<file path="src/rtl/sha256_stream_manager_pkg.sv">
// sha256_stream_manager_pkg: shared SHA-256 widths, manager state enum and SHA-224 digest masking
package sha256_stream_manager_pkg;
  localparam int SHA256_BLOCK_W = 512;
  localparam int SHA256_DIGEST_W = 256;
  typedef enum logic [2:0] {IDLE, COLLECT, ISSUE, WAIT_DIGEST, OUTPUT} mgr_state_t;
  function automatic logic [SHA256_DIGEST_W-1:0] mask_digest(input logic [SHA256_DIGEST_W-1:0] d, input logic mode);
    return mode ? d : {d[SHA256_DIGEST_W-1:32], 32'h0};
  endfunction
endpackage

</file>
<file path="src/rtl/sha256_block_assembler.sv">
// sha256_block_assembler: writes input beats into 512-bit block slots, zero-filling the tail after an early last
module sha256_block_assembler
  import sha256_stream_manager_pkg::*;
#(
  parameter int W = 128
) (
  input  logic                      clk,
  input  logic                      rst,
  input  logic                      wr,
  input  logic [W-1:0]              data,
  input  logic                      last,
  output logic [SHA256_BLOCK_W-1:0] block,
  output logic                      done,
  output logic                      early
);
  localparam int BEATS = SHA256_BLOCK_W / W;
  localparam int CW = BEATS > 1 ? $clog2(BEATS) : 1;
  logic [W-1:0] slots [BEATS];
  logic [CW-1:0] beat_cnt;
  logic at_end;
  assign at_end = int'(beat_cnt) == BEATS - 1;
  assign done = wr && (last || at_end);
  assign early = wr && last && !at_end;
  // Slot write; the counter wraps to 0 at every block end so a new block or message always starts at slot 0
  always_ff @(posedge clk or posedge rst)
    if (rst) begin
      beat_cnt <= '0;
      for (int i = 0; i < BEATS; i++) slots[i] <= '0;
    end else if (wr) begin
      beat_cnt <= (last || at_end) ? '0 : beat_cnt + 1'b1;
      for (int i = 0; i < BEATS; i++)
        if (i == int'(beat_cnt)) slots[i] <= data;
        else if (last && i > int'(beat_cnt)) slots[i] <= '0;
    end
  for (genvar g = 0; g < BEATS; g++) begin : g_pack
    assign block[SHA256_BLOCK_W-1-g*W -: W] = slots[g];
  end
endmodule

</file>
<file path="src/rtl/sha256_stream_manager.sv">
// sha256_stream_manager: streams beats into blocks, sequences the core, returns the digest (SHA256_MGR_BLKCNT_EN adds manager_dst_block_cnt)
module sha256_stream_manager
  import sha256_stream_manager_pkg::*;
#(
  parameter int IF_DATA_W = 128,
  parameter int BLK_CNT_W = 16
) (
  input  logic                       clk,
  input  logic                       rst,
  input  logic                       src_manager_data_val,
  input  logic [IF_DATA_W-1:0]       src_manager_data,
  input  logic                       src_manager_data_last,
  input  logic                       src_manager_data_mode,
  output logic                       manager_src_rdy,
  output logic                       manager_core_init,
  output logic                       manager_core_next,
  output logic                       manager_core_mode,
  output logic [SHA256_BLOCK_W-1:0]  manager_core_block,
  input  logic                       core_manager_ready,
  input  logic                       core_manager_digest_valid,
  input  logic [SHA256_DIGEST_W-1:0] core_manager_digest,
  output logic                       manager_dst_digest_val,
  output logic [SHA256_DIGEST_W-1:0] manager_dst_digest,
  output logic                       manager_dst_digest_err,
  input  logic                       dst_manager_digest_rdy
`ifdef SHA256_MGR_BLKCNT_EN
  , output logic [BLK_CNT_W-1:0]     manager_dst_block_cnt
`endif
);
  mgr_state_t state;
  logic first, err, ended, mode, acc, blk_done, early;
  logic rdy_c, init_c, next_c, val_c, err_c;
  logic [SHA256_DIGEST_W-1:0] digest_q, digest_in, dig_c;
  assign acc = src_manager_data_val && manager_src_rdy;
  assign digest_in = mask_digest(core_manager_digest, mode);
  sha256_block_assembler #(.W(IF_DATA_W)) u_asm (
    .clk(clk), .rst(rst), .wr(acc), .data(src_manager_data), .last(src_manager_data_last),
    .block(manager_core_block), .done(blk_done), .early(early)
  );
  // State-decoded outputs; the digest is bypassed from the core in the cycle it becomes valid
  always_comb begin
    rdy_c = 1'b0;
    init_c = 1'b0;
    next_c = 1'b0;
    val_c = 1'b0;
    err_c = err;
    dig_c = digest_q;
    case (state)
      IDLE, COLLECT: rdy_c = 1'b1;
      ISSUE: begin
        init_c = core_manager_ready && first;
        next_c = core_manager_ready && !first;
      end
      WAIT_DIGEST: begin
        val_c = core_manager_digest_valid;
        dig_c = digest_in;
      end
      OUTPUT: val_c = 1'b1;
      default: begin
        rdy_c = 1'bx;
        init_c = 1'bx;
        next_c = 1'bx;
        val_c = 1'bx;
        err_c = 1'bx;
        dig_c = 'x;
      end
    endcase
  end
  assign manager_src_rdy = rdy_c && !rst;
  assign manager_core_init = init_c;
  assign manager_core_next = next_c;
  assign manager_core_mode = mode;
  assign manager_dst_digest_val = val_c;
  assign manager_dst_digest = dig_c;
  assign manager_dst_digest_err = err_c;
  // Message sequencing: collect a block, strobe the core, overlap the next block, then hand off the digest
  always_ff @(posedge clk or posedge rst)
    if (rst) begin
      state <= IDLE;
      first <= 1'b0;
      err <= 1'b0;
      ended <= 1'b0;
      mode <= 1'b0;
      digest_q <= '0;
    end else
      case (state)
        IDLE: if (acc) begin
          mode <= src_manager_data_mode;
          first <= 1'b1;
          err <= early;
          ended <= src_manager_data_last;
          state <= blk_done ? ISSUE : COLLECT;
        end
        COLLECT: if (acc) begin
          err <= err | early;
          ended <= src_manager_data_last;
          if (blk_done) state <= ISSUE;
        end
        ISSUE: if (core_manager_ready) begin
          first <= 1'b0;
          state <= ended ? WAIT_DIGEST : COLLECT;
        end
        WAIT_DIGEST: if (core_manager_digest_valid) begin
          digest_q <= digest_in;
          state <= dst_manager_digest_rdy ? IDLE : OUTPUT;
        end
        OUTPUT: if (dst_manager_digest_rdy) state <= IDLE;
        default: state <= mgr_state_t'('x);
      endcase
`ifdef SHA256_MGR_BLKCNT_EN
  logic [BLK_CNT_W-1:0] blk_cnt;
  // Saturating per-message block count, restarted by the first beat of a message and held with the digest
  always_ff @(posedge clk or posedge rst)
    if (rst) blk_cnt <= '0;
    else if (state == IDLE && acc) blk_cnt <= '0;
    else if (init_c || next_c) blk_cnt <= &blk_cnt ? blk_cnt : blk_cnt + 1'b1;
  assign manager_dst_block_cnt = blk_cnt;
`endif
endmodule
</file>
<file path="config.mk">
export PLATFORM = sky130hd
export DESIGN_NAME = sha256_stream_manager
export DESIGN_NICKNAME = d
export VERILOG_FILES = /design/src/rtl/sha256_stream_manager_pkg.sv /design/src/rtl/sha256_block_assembler.sv /design/src/rtl/sha256_stream_manager.sv
export SDC_FILE = /design/constraint.sdc
export NUM_CORES = 2
export LEC_CHECK = 0
export ABC_AREA = 1
export BUFFER_PORTS_ARGS = -buffer_cell sky130_fd_sc_hd__buf_2
export CAP_MARGIN = 20
export CORE_AREA = 2 2 460 462
export DETAILED_ROUTE_END_ITERATION = 10
export DIE_AREA = 0 0 462 464
export SYNTH_ARGS = -nofsm -noshare
export SYNTH_HDL_FRONTEND = slang
export SYNTH_HIERARCHICAL = 1
export SYNTH_SLANG_ARGS = --single-unit
export TNS_END_PERCENT = 5
</file>
<file path="constraint.sdc">
create_clock -name clk -period 51.6 [get_ports clk]
set_clock_uncertainty 0.15 [all_clocks]
set_input_delay 10.32 -clock clk [delete_from_list [all_inputs] [get_ports clk]]
set_output_delay 10.32 -clock clk [all_outputs]
set_load 0.1 [all_outputs]
</file>
==> flow_metrics.py <==
metrics = {
    "status": {
        "status": "completed",
    },
    "clock_network": {
        "clock_sinks": 777,
        "cts_tree": "done",
        "htreeDepth": 3,
        "cts.reportedPaths.clkPinSlew_ns": 0.06,
        "clock_latency_ns": 0.73,
        "cts_hold_buf": 0,
        "cts.path.max_buffers": 3,
        "cts_made_buffers": 92,
        "cts-root-buf": "clkbuf_16",
        "post-cts-setup-buffer-count": 0,
        "post_cts_resized": 0,
    },
    "hold_path": {
        "hp-class": "reg -> reg",
    },
    "synthesis": {
        "synthesis.instances": 4101,
        "synth_edf_count": 0,
        "synth.avg_cell_area_um2": 8.26,
        "synth_top_family_by_area": "simple AND/OR/NAND/NOR gates",
        "synth_top_area_share": 0.574,
        "yosysSeqAreaShare": 0.574,
        "synth_ff_type": "dfrtp_1",
        "syn_area_mm2": 0.0339,
        "async_flop_share": 1.00,
        "netlist.top_cell.by_area": "dfrtp_1",
        "synth.top_cells.by_count": "nand2_1, dfrtp_1, inv_1",
        "synth_cell_types": 20,
        "synth_compound_area_frac": 0.115,
        "yosysWarningCount": 6,
        "syn_nets": 4497,
        "yosysMostFrequentCell": "nand2_1",
        "synth-simple-area-share": 0.209,
        "synthMuxAreaShare": 0,
        "synthAdderAreaFrac": 0.00148,
        "synthXorXnorAreaFrac": 0,
        "synth-seq-cells": 777,
        "synthTopCellsByArea": "dfrtp_1, nand2_1, o21ai_0",
    },
    "timing": {
        "relSlewSlack": 0.237,
        "hold_viol": 0,
        "timing.fmax_ghz": 0.0452,
        "setup_ws_ns": 29.47,
        "slew_viol_final": 0,
        "period_needed_ns": 22.13,
        "setup_violations": 0,
        "fin_crit_sh": 0.429,
        "rsz0062_at_grt": "no",
        "tightest_slew_ns": 1.14,
        "setup_tns_ns": 0,
        "holdWs_ns": 0.314,
    },
    "grt": {
        "grt_start_max_net_pins": 200,
        "grt_pass1_vias": 31033,
        "antenna_found_initial": 42,
        "gr-total-overflow": 0,
        "track_usage": 0.142,
        "grt_pass1_wl_mm": 222,
    },
    "die": {
        "rows": 168,
        "dieArea_mm2": 0.214,
        "core_area_mm2": 0.209,
        "num_io_pins": 1166,
        "die_w_um": 462,
        "start_util": 0.162,
        "die-height_um": 464,
    },
    "setup_path": {
        "ff2ff_path_depth": 12,
        "critPathMaxFanout": 93,
        "worstSetupPathType": "in -> out",
        "r2r_setup_slack_ns": 46.57,
        "r2r_start": "state[0]",
        "crit_end": "manager_src_rdy",
        "r2r-end": "u_asm/block[133]",
        "worstPathArrival_ns": 11.66,
        "startpoint": "rst",
        "worstPathRequired_ns": 41.13,
        "worstSetupEndpointType": "primary output",
        "critPathLaunchType": "input pin",
    },
    "routing": {
        "firstDrtPassIters": 6,
        "wl_met2_mm": 78.9,
        "drt_iter0_drc": 2648,
        "viasPerCell": 3.99,
        "postRouteAntennaNets": 0,
        "detail_route.wl_per_cell_um": 19.8,
        "wl_met3_mm": 14.3,
        "drc": 0,
        "vias": 31979,
        "highest_layer": "met5",
        "met1_length_mm": 58.3,
        "drt_wl_total_mm": 159,
    },
    "job": {
        "max_cap_violations": 0,
    },
    "placement": {
        "port_buffers": 1165,
        "pre_cts_ws_ns": 29.38,
        "place.gp.congestion": 0.883,
        "placed_cells": 7827,
        "dpl.hpwl_mm": 117,
    },
    "final_layout": {
        "fin_nets": 5512,
        "syn_to_final_growth_pct": 34.2,
        "layout-drive-gt1-share": 0.266,
        "instances_no_fill": 8009,
    },
}
kinds of logic (layout without fill, tap and decap cells):
kind of cell,after synthesis,count (layout)
AOI/OAI and AO/OA,778,778
adders and majority gates,4,4
buffers and inverters,789,1882
DFF,777,777
other,0,10
and+or+nand+nor,1753,1753
final cells by class:
type	count	area (um2)
well taps	2805	3510
diodes	10	25.0
clock inverters	40	572
clock buffers	132	2660
repair buffers	1207	6180
multi-input cells	2535	11200
flip-flops and latches	777	19400
fillers	23222	164000
inverters	503	1910
registers in the layout (all words and copies together) (netlist names):
register,flops
u_asm/block,512
digest_q,256
state,3
u_asm/beat_cnt,2
ended,1
err,1
first,1
manager_core_mode,1
cells in the final DEF (no fill, tap or decap), drive strengths merged:
cell and count:
a21oi 2, clkbuf 132, bufinv 8, ha 4, o2111ai 1, nor2 9, diode 10, nand3 397
buf 1207, inv 507, o211ai 1, clkinvlp 2, dfrtp 777, nand2 1344, o21ai 774, clkinv 26
nor3 3
metal layers:
layer / global-route usage / vias up
met2: 0.250 / 1476
met4: 0.0656 / 26
met3: 0.0420 / 274
li1: - / 14952
met1: 0.155 / 15251
met5: 0 / -
metrics by stage:
| stage | cell area (um2) | util |
|---|---|---|
| 2_1_floorplan | 33900 | - |
| 3_3_place_gp | 42200 | 0.202 |
| 3_5_place_dp | 42200 | 0.202 |
| 4_1_cts | 45400 | 0.217 |
| 5_1_grt | 45500 | 0.217 |
| 6_report | 45500 | 0.217 |
worst max-delay path: stages:
cell and delay (ns):
buf_2 0.17, inv_8 0.41, nand2_1 0.14, nor2_2 0.17
buf_2 0.45
how the worst min path moves through the flow:
stage                           from                to  slack [ns]  cells after the start
CTS                 u_asm/block[214]  u_asm/block[214]        0.32                      2
detailed placement  u_asm/block[214]  u_asm/block[214]        0.30                      2
finish              u_asm/block[192]  u_asm/block[192]        0.31                      2
floorplan                digest_q[0]       digest_q[0]        0.30                      2
global route        u_asm/block[169]  u_asm/block[169]        0.34                      2
global placement    u_asm/block[161]  u_asm/block[161]        0.30                      2
Power is not shown: default switching activity piles up to over one toggle a cycle in this logic, so the estimate is an artifact.
